**src/rtl/prbs_frame_scheduler_pkg.sv**
```systemverilog
// Shared types and constants for the PRBS7 frame scheduler: FSM state enum,
// generator seed, default preamble and the frame-expansion helper.
package prbs_pkg;

    localparam int unsigned PRBS_FRAME_W  = 32;
    localparam logic [6:0]  PRBS7_SEED    = 7'h7F;
    localparam logic [31:0] DEF_SYNC_WORD = 32'hA5A5_F00F;

    typedef enum logic [2:0] {
        IDLE,
        SEED,
        SYNC,
        PAYLOAD,
        DONE
    } sched_state_e;

    // Unrolls 32 steps of x^7+x^6+1; the first generated bit lands in the MSB.
    function automatic logic [PRBS_FRAME_W-1:0] prbs7_expand(input logic [6:0] seed_state);
        logic [6:0]              s;
        logic [PRBS_FRAME_W-1:0] f;
        logic                    nb;
        s = seed_state;
        f = '0;
        for (int unsigned i = 0; i < PRBS_FRAME_W; i++) begin
            nb                     = s[6] ^ s[5];
            f[PRBS_FRAME_W-1-i]    = nb;
            s                      = {s[5:0], nb};
        end
        return f;
    endfunction

endpackage

```
**src/rtl/prbs_frame_scheduler_if.sv**
```systemverilog
// Transmit-link handshake bundle between the scheduler (master) and the
// serializer (slave).
interface prbs_frame_scheduler_if
    import prbs_pkg::*;
#(
    parameter int unsigned FRAME_W = PRBS_FRAME_W
);
    logic [FRAME_W-1:0] tx_data;
    logic               tx_valid;
    logic               tx_ready;
    logic               tx_sof;

    modport master (output tx_data, output tx_valid, output tx_sof, input tx_ready);
    modport slave  (input tx_data, input tx_valid, input tx_sof, output tx_ready);
endinterface

```
**src/rtl/prbs_frame_scheduler_frame_gen.sv**
```systemverilog
// PRBS7 frame generator: holds the 7-bit state, presents the current 32-bit
// frame and the state that follows it.
module prbs7_frame_gen
    import prbs_pkg::*;
(
    input  logic                    clk,
    input  logic                    reset_n,
    input  logic                    seed,
    input  logic                    advance,
    output logic [PRBS_FRAME_W-1:0] frame,
    output logic [6:0]              state_next
);

    logic [6:0] state;

    // After a frame the register holds the last seven bits emitted.
    always_comb begin
        frame      = prbs7_expand(state);
        state_next = frame[6:0];
    end

    always_ff @(posedge clk) begin
        if (!reset_n || seed) begin
            state <= PRBS7_SEED;
        end else if (advance) begin
            state <= state_next;
        end
    end

endmodule

```
**src/rtl/prbs_frame_scheduler.sv**
```systemverilog
// Sequences reseed, sync preamble and PRBS7 payload frames onto the tx link.
// Optional PRBS_SCHED_ERR_INJECT_EN adds err_inj, a one-shot payload bit-0 flip.
module prbs_frame_scheduler
    import prbs_pkg::*;
#(
    parameter int unsigned        FRAME_W   = PRBS_FRAME_W,
    parameter int unsigned        CNT_W     = 16,
    parameter logic [FRAME_W-1:0] SYNC_WORD = DEF_SYNC_WORD,
    parameter int unsigned        SYNC_LEN  = 2
) (
    input  logic                  clk,
    input  logic                  reset_n,
    input  logic                  start,
    input  logic                  abort,
    input  logic [CNT_W-1:0]      frame_count,
`ifdef PRBS_SCHED_ERR_INJECT_EN
    input  logic                  err_inj,
`endif
    prbs_frame_scheduler_if.master tx,
    output logic                  busy,
    output logic                  done,
    output logic [CNT_W-1:0]      frames_sent
);

    sched_state_e       state;
    logic [CNT_W-1:0]   cnt_lat;
    logic [3:0]         sync_cnt;

    logic [FRAME_W-1:0] gen_frame;
    logic [6:0]         gen_state_next;
    logic [FRAME_W-1:0] payload_next;
    logic [FRAME_W-1:0] inj_mask;
    logic [CNT_W-1:0]   frames_inc;
    logic               accept;
    logic               last_sync;
    logic               last_frame;
    logic               load_payload;
    logic               gen_seed;
    logic               gen_advance;
    logic               inj_bit;

    always_comb begin
        accept       = tx.tx_valid & tx.tx_ready;
        frames_inc   = frames_sent + CNT_W'(1);
        last_sync    = (sync_cnt == 4'(SYNC_LEN - 1));
        last_frame   = (cnt_lat != '0) && (frames_inc == cnt_lat);
        load_payload = accept && (((state == SYNC) && last_sync) ||
                                  ((state == PAYLOAD) && !last_frame));
        gen_seed     = (state == SEED);
        gen_advance  = (state == PAYLOAD) && accept;
        // Registered tx_data must show the frame after the advance, so expand ahead.
        payload_next = prbs7_expand(gen_state_next);
        inj_mask     = {{(FRAME_W-1){1'b0}}, inj_bit};
    end

    prbs7_frame_gen u_gen (
        .clk        (clk),
        .reset_n    (reset_n),
        .seed       (gen_seed),
        .advance    (gen_advance),
        .frame      (gen_frame),
        .state_next (gen_state_next)
    );

`ifdef PRBS_SCHED_ERR_INJECT_EN
    logic armed;

    always_ff @(posedge clk) begin
        if (!reset_n) begin
            armed <= 1'b0;
        end else if (abort && state != IDLE) begin
            armed <= 1'b0;
        end else if (load_payload && armed) begin
            armed <= 1'b0;
        end else if (err_inj) begin
            armed <= 1'b1;
        end
    end

    assign inj_bit = armed;
`else
    assign inj_bit = 1'b0;
`endif

    always_ff @(posedge clk) begin
        if (!reset_n) begin
            state       <= IDLE;
            tx.tx_data  <= '0;
            tx.tx_valid <= 1'b0;
            tx.tx_sof   <= 1'b0;
            busy        <= 1'b0;
            done        <= 1'b0;
            frames_sent <= '0;
            cnt_lat     <= '0;
            sync_cnt    <= '0;
        end else begin
            done <= 1'b0;
            if (abort && state != IDLE) begin
                // An accept coinciding with abort still counts as delivered.
                state       <= IDLE;
                tx.tx_valid <= 1'b0;
                tx.tx_sof   <= 1'b0;
                busy        <= 1'b0;
                if (state == PAYLOAD && accept) begin
                    frames_sent <= frames_inc;
                end
            end else begin
                unique case (state)
                    IDLE: begin
                        if (start && !abort) begin
                            cnt_lat <= frame_count;
                            busy    <= 1'b1;
                            state   <= SEED;
                        end
                    end
                    SEED: begin
                        frames_sent <= '0;
                        sync_cnt    <= '0;
                        tx.tx_valid <= 1'b1;
                        tx.tx_data  <= SYNC_WORD;
                        tx.tx_sof   <= 1'b1;
                        state       <= SYNC;
                    end
                    SYNC: begin
                        if (accept) begin
                            tx.tx_sof <= 1'b0;
                            sync_cnt  <= sync_cnt + 4'd1;
                            if (last_sync) begin
                                tx.tx_data <= gen_frame ^ inj_mask;
                                state      <= PAYLOAD;
                            end
                        end
                    end
                    PAYLOAD: begin
                        if (accept) begin
                            frames_sent <= frames_inc;
                            if (last_frame) begin
                                tx.tx_valid <= 1'b0;
                                done        <= 1'b1;
                                state       <= DONE;
                            end else begin
                                tx.tx_data <= payload_next ^ inj_mask;
                            end
                        end
                    end
                    DONE: begin
                        busy  <= 1'b0;
                        state <= IDLE;
                    end
                    default: begin
                        state <= IDLE;
                    end
                endcase
            end
        end
    end

endmodule

```
**src/flat_wrapper.sv**
```systemverilog
// flat-port wrapper written by rule: the top's interface ports become plain ports
module prbs_frame_scheduler_flat import prbs_pkg::*;
#(
    parameter int unsigned        FRAME_W   = PRBS_FRAME_W,
    parameter int unsigned        CNT_W     = 16,
    parameter logic [FRAME_W-1:0] SYNC_WORD = DEF_SYNC_WORD,
    parameter int unsigned        SYNC_LEN  = 2
)
  (clk, reset_n, start, abort, frame_count, busy, done, frames_sent, tx_tx_data, tx_tx_valid, tx_tx_sof, tx_tx_ready);
  prbs_frame_scheduler_if #(.FRAME_W(FRAME_W)) tx_i ();
  input  logic clk;
  input  logic reset_n;
  input  logic start;
  input  logic abort;
  input  logic [CNT_W-1:0] frame_count;
  output logic busy;
  output logic done;
  output logic [CNT_W-1:0] frames_sent;
  output wire logic [$bits(tx_i.tx_data)-1:0] tx_tx_data;
  output wire logic [$bits(tx_i.tx_valid)-1:0] tx_tx_valid;
  output wire logic [$bits(tx_i.tx_sof)-1:0] tx_tx_sof;
  input wire logic [$bits(tx_i.tx_ready)-1:0] tx_tx_ready;
  assign tx_tx_data = tx_i.tx_data;
  assign tx_tx_valid = tx_i.tx_valid;
  assign tx_tx_sof = tx_i.tx_sof;
  assign tx_i.tx_ready = tx_tx_ready;
  prbs_frame_scheduler #(.FRAME_W(FRAME_W), .CNT_W(CNT_W), .SYNC_WORD(SYNC_WORD), .SYNC_LEN(SYNC_LEN)) u_core (.clk(clk), .reset_n(reset_n), .start(start), .abort(abort), .frame_count(frame_count), .tx(tx_i), .busy(busy), .done(done), .frames_sent(frames_sent));
endmodule
```
**config.mk**
```make
export PLATFORM = sky130hd
export DESIGN_NAME = prbs_frame_scheduler_flat
export DESIGN_NICKNAME = d
export VERILOG_FILES = /design/src/rtl/prbs_frame_scheduler_pkg.sv /design/src/rtl/prbs_frame_scheduler_if.sv /design/src/rtl/prbs_frame_scheduler_frame_gen.sv /design/src/rtl/prbs_frame_scheduler.sv /design/src/flat_wrapper.sv
export SDC_FILE = /design/constraint.sdc
export NUM_CORES = 1
export LEC_CHECK = 0
export CAP_MARGIN = 25
export CORE_MARGIN = 2
export CORE_UTILIZATION = 30
export CTS_BUF_LIST = sky130_fd_sc_hd__clkbuf_8
export DETAILED_ROUTE_END_ITERATION = 6
export REMOVE_ABC_BUFFERS = 1
export SLEW_MARGIN = 10
export SYNTH_ARGS = -nofsm -noshare
export SYNTH_HDL_FRONTEND = slang
export SYNTH_SLANG_ARGS = --single-unit
```
**constraint.sdc**
```tcl
create_clock -name clk -period 3 [get_ports clk]
set_input_delay 0.9 -clock clk [delete_from_list [all_inputs] [get_ports clk]]
set_output_delay 0.9 -clock clk [all_outputs]
set_load 0.1 [all_outputs]
```
==> results.md <==
- Sequential share of the synthesized area: 0.3149
- Switching power summed over all nets: 0.0007345 W
- Hold violation count in the final report: 0
- Effective utilization at floorplan: 0.3046
- Post-Route WL: 14.20 mm
- Largest net degree at the start of global routing: between 40 and 50
- Core occupancy in the finished layout: 0.3709
- Synthesized instance count: 662
- Multi-input gate area in the final layout: 0.003287 mm²
- Cell leakage power: 2.337 nW
- Clk sinks: 82
- Worst setup margin: 0.2340 ns
- Maximum buffer depth of the clock tree: 2
- Max Cap Viol: 0
- Distinct cell type count of the synthesized netlist: a little over 60
- Cell seen most often among critical-path stages: sky130_fd_sc_hd__nand4_2
- Worst Setup Slack post-DPL: 0.2196 ns
- # diodes: 0
- Number of nets in the layout: ~750
- Worst path top cell family by delay: simple AND/OR/NAND/NOR gates
- Pwr/cell area: 386.3 mW/mm²
- Area of placed instances: roughly 0.0061 mm²
- Clk pin slew, worst setup/hold paths: 0.09 ns
- Total negative slack: 0 ns
- CTS tree: yes
- Transition time at the pin with the least slew margin: between 0.7 and 0.8 ns
- Number of I/O pins: 73
- Type of destination of the critical path: flip-flop
- Max H-tree Level: 3
- Antenna violations before repair: 0
- Overall via count from detail_route: 4883
- Largest stage delay on the critical path: roughly 0.52 ns
- Sequential standard cell area: between 0.0015 and 0.002 mm²
- Post-synth top flop: sky130_fd_sc_hd__dfxtp_1
- Detail-routed via count per cell: around 5.1
- Maximum vdd ir drop: 0.2957 mV
- Final Max Slew Viols: 0
- Sum of overflow across all layers after global routing: 0
- Share of post-route cells with drive strength above 1: 0.1745
- Area Overhead vs Synth: 21.77%
- Cells traversed along the worst timing path: nand4_2, nor3_1, xnor2_1, nor3b_1, nand4_2, o31ai_4, buf_4, o221a_2
- Crit. path cell count: 8
- Most common library cell in the layout ignoring fill and taps: sky130_fd_sc_hd__nand2_1
- Mapped cell area: 0.005214 mm²
- Later-pin clock latency in the skew report: 0.38 ns
- Wire length per cell: 14.90 µm
- Flip-flop and latch count after synthesis: 82
- Filler Cell Count: 1821
- Hold Crit Class: reg2reg
- Final HPWL from detailed placement: roughly 10 mm
- Flop pwr share: 0.464
- Buf+Inv Stages, Crit Path: 1
- Count of cells along the worst hold path: 2
- Type of the setup path with the least slack: reg2reg
- Clock buffers created by TritonCTS: 9
- Post CTS Setup Buffer Count: 0
- Required time of the critical path: about 3.3 ns
- Combinational group share of total power: 0.160
- Setup repair after global routing missed its margin: false
- Worst EP arrival: 3.09 ns
- Status: complete, no violations
- Post-cts hold buffer count: 0
- Commonest cells after routing, fill and taps aside: sky130_fd_sc_hd__nand2_1 (104), sky130_fd_sc_hd__buf_4 (90), sky130_fd_sc_hd__dfxtp_1 (82)
- Horizontal die dimension: 135.8 µm
- Final weighted congestion in routability-driven placement: 0.8662
- Number of buffers inserted by port buffering: 72
- Synth async-reset ratio: 0
- Worst-path fanout max: 14
- Setup-violating endpoint count in the final report: 0
- Die footprint: 0.01845 mm²
- Clock network fraction of total power: 0.376
- Standard cell core area: 0.01712 mm²
- Die height: roughly 140 µm
- Number of enable-type register cells in the synthesized netlist: 0
- Final worst clock skew: 0.01959 ns
- Mean instance size in the synthesized netlist: between 7 and 8 µm²
- Clock tree root buffer cell: sky130_fd_sc_hd__clkbuf_8
- Int Pwr: 0.001718 W
- Drt first-iter violations: 265
- DRC errors left: 0
- Num rows: 48
- Number of global-route vias before repair: ~4600
- Total routing usage reported by global routing: 0.1607
- Cell with the largest stage delay on the worst path: sky130_fd_sc_hd__dfxtp_1
- Net switching fraction of the power: 0.2995
- Portion of the clock cycle consumed by the worst path in the final layout: 0.9220
- Maximum clock frequency: 0.3615 GHz
- Crit path launch type: flip-flop
- Final instance area: ~0.0063 mm²
- Shortest clock period the worst path allows after layout: 2.766 ns
- Pre-Repair DR Iteration Count: 4
- Post-DRT Antenna Nets: 0
- Number of gates given a new drive strength after cts: 0
- Yosys warns: 0
- Max transition margin: 0.5070
- Global-route wire length before repair: 23.67 mm
- Depth of the worst register-to-register path: 8
## sequential cells by signal, summed over array words and instances, names as in the netlist
signal              count
u_core.u_gen.state      7
u_core.frames_sent     16
u_core.state            3
u_core.sync_cnt         4
u_core.tx.tx_data      32
u_core.done             1
u_core.tx.tx_sof        1
u_core.cnt_lat         16
u_core.busy             1
u_core.tx.tx_valid      1
## metal layers
layer	GRT usage	up-vias	wire length (µm)	share of wire
met4	0.05787	0	329	0.023
met2	0.2514	118	6393	0.45
met5	0	-	0	0
met3	0.03729	26	670	0.047
met1	0.2164	2257	6809	0.48
li1	-	2482	-	-
## final timing paths
kind / startpoint / to / slack [ns]
min reg2reg: u_core.tx.tx_sof / u_core.tx.tx_sof / 0.48
max reg2reg: u_core.frames_sent[2] / u_core.tx.tx_data[15] / 0.23
min: u_core.tx.tx_sof / u_core.tx.tx_sof / 0.48
max: u_core.frames_sent[2] / u_core.tx.tx_data[15] / 0.23
## layout make-up
type / count / share of cell area
inverter: 6 / 0.003547
clock buffer: 9 / 0.01951
sequential: 82 / 0.2586
clock inverter: 7 / 0.01596
multi-input combinational: 513 / 0.5177
tap: 225 / 0.04434
timing repair buffer: 111 / 0.1403
## power by group through the flow
stage / clock network, W / logic, W / registers (W)
floorplan: 0 / 0.000152 / 0.00128
global placement: 0 / 0.000393 / 0.00116
detailed placement: 0 / 0.000393 / 0.00116
CTS: 0.000957 / 0.000395 / 0.00114
global route: 0.000983 / 0.000424 / 0.00114
finish: 0.000921 / 0.000393 / 0.00114
## cells in the mapped netlist (3+ instances only)
library cell / number / area share
sky130_fd_sc_hd__nand2_1: 104 / 0.075
sky130_fd_sc_hd__dfxtp_1: 82 / 0.31
sky130_fd_sc_hd__xnor2_1: 67 / 0.11
sky130_fd_sc_hd__nor2_1: 53 / 0.038
sky130_fd_sc_hd__a21oi_1: 46 / 0.044
sky130_fd_sc_hd__clkbuf_1: 41 / 0.030
sky130_fd_sc_hd__xor2_1: 31 / 0.052
sky130_fd_sc_hd__o21ai_0: 20 / 0.019
sky130_fd_sc_hd__nor3_1: 17 / 0.016
sky130_fd_sc_hd__nand4_1: 14 / 0.017
sky130_fd_sc_hd__nand3_1: 13 / 0.012
sky130_fd_sc_hd__o2111ai_1: 12 / 0.020
sky130_fd_sc_hd__a31oi_1: 11 / 0.013
sky130_fd_sc_hd__nor4_1: 11 / 0.013
sky130_fd_sc_hd__o221a_1: 10 / 0.022
sky130_fd_sc_hd__buf_2: 9 / 0.0086
sky130_fd_sc_hd__o311ai_1: 9 / 0.015
sky130_fd_sc_hd__a2bb2oi_1: 8 / 0.013
sky130_fd_sc_hd__and3_1: 6 / 0.0072
sky130_fd_sc_hd__buf_1: 6 / 0.0043
sky130_fd_sc_hd__nor2b_1: 6 / 0.0072
sky130_fd_sc_hd__o221a_2: 6 / 0.013
sky130_fd_sc_hd__inv_1: 5 / 0.0036
sky130_fd_sc_hd__o211ai_1: 5 / 0.0072
sky130_fd_sc_hd__o31ai_1: 5 / 0.0072
sky130_fd_sc_hd__and2_1: 4 / 0.0048
sky130_fd_sc_hd__nand2b_1: 4 / 0.0048
sky130_fd_sc_hd__o311ai_0: 4 / 0.0067
sky130_fd_sc_hd__buf_4: 3 / 0.0043
sky130_fd_sc_hd__ha_1: 3 / 0.0072
sky130_fd_sc_hd__nand4_2: 3 / 0.0072
sky130_fd_sc_hd__nand4b_1: 3 / 0.0050
sky130_fd_sc_hd__o21bai_1: 3 / 0.0043
sky130_fd_sc_hd__or3_1: 3 / 0.0036
## per-stage QoR
step	power, W	std cells	hold WS [ns]
4_1_cts	0.002490	953	0.4806
2_1_floorplan	0.001428	601	0.4573
3_5_place_dp	0.001558	937	0.4678
5_1_grt	0.002550	953	0.4984
6_report	0.002452	953	0.4773
3_3_place_gp	0.001557	937	0.4587
## kinds of logic (layout without fill, tap and decap cells)
group           after synthesis  in the layout  synth area share
compound gates              158            158            0.2198
xor+xnor                     99             99            0.1689
fa+ha+maj                     3              3          0.007200
buf+inv                      67            133           0.05543
flops                        82             82            0.3149
simple gates                253            253            0.2337
## worst register-to-register path: cells and delay by family, from the launching register on
kind	cells	cell delay (ns)
buf+inv	1	0.22
compound gates	2	0.43
flops	1	0.52
xor+xnor	1	0.21
simple gates	4	1.32
Note: power is estimated with default switching activity, not from simulation.
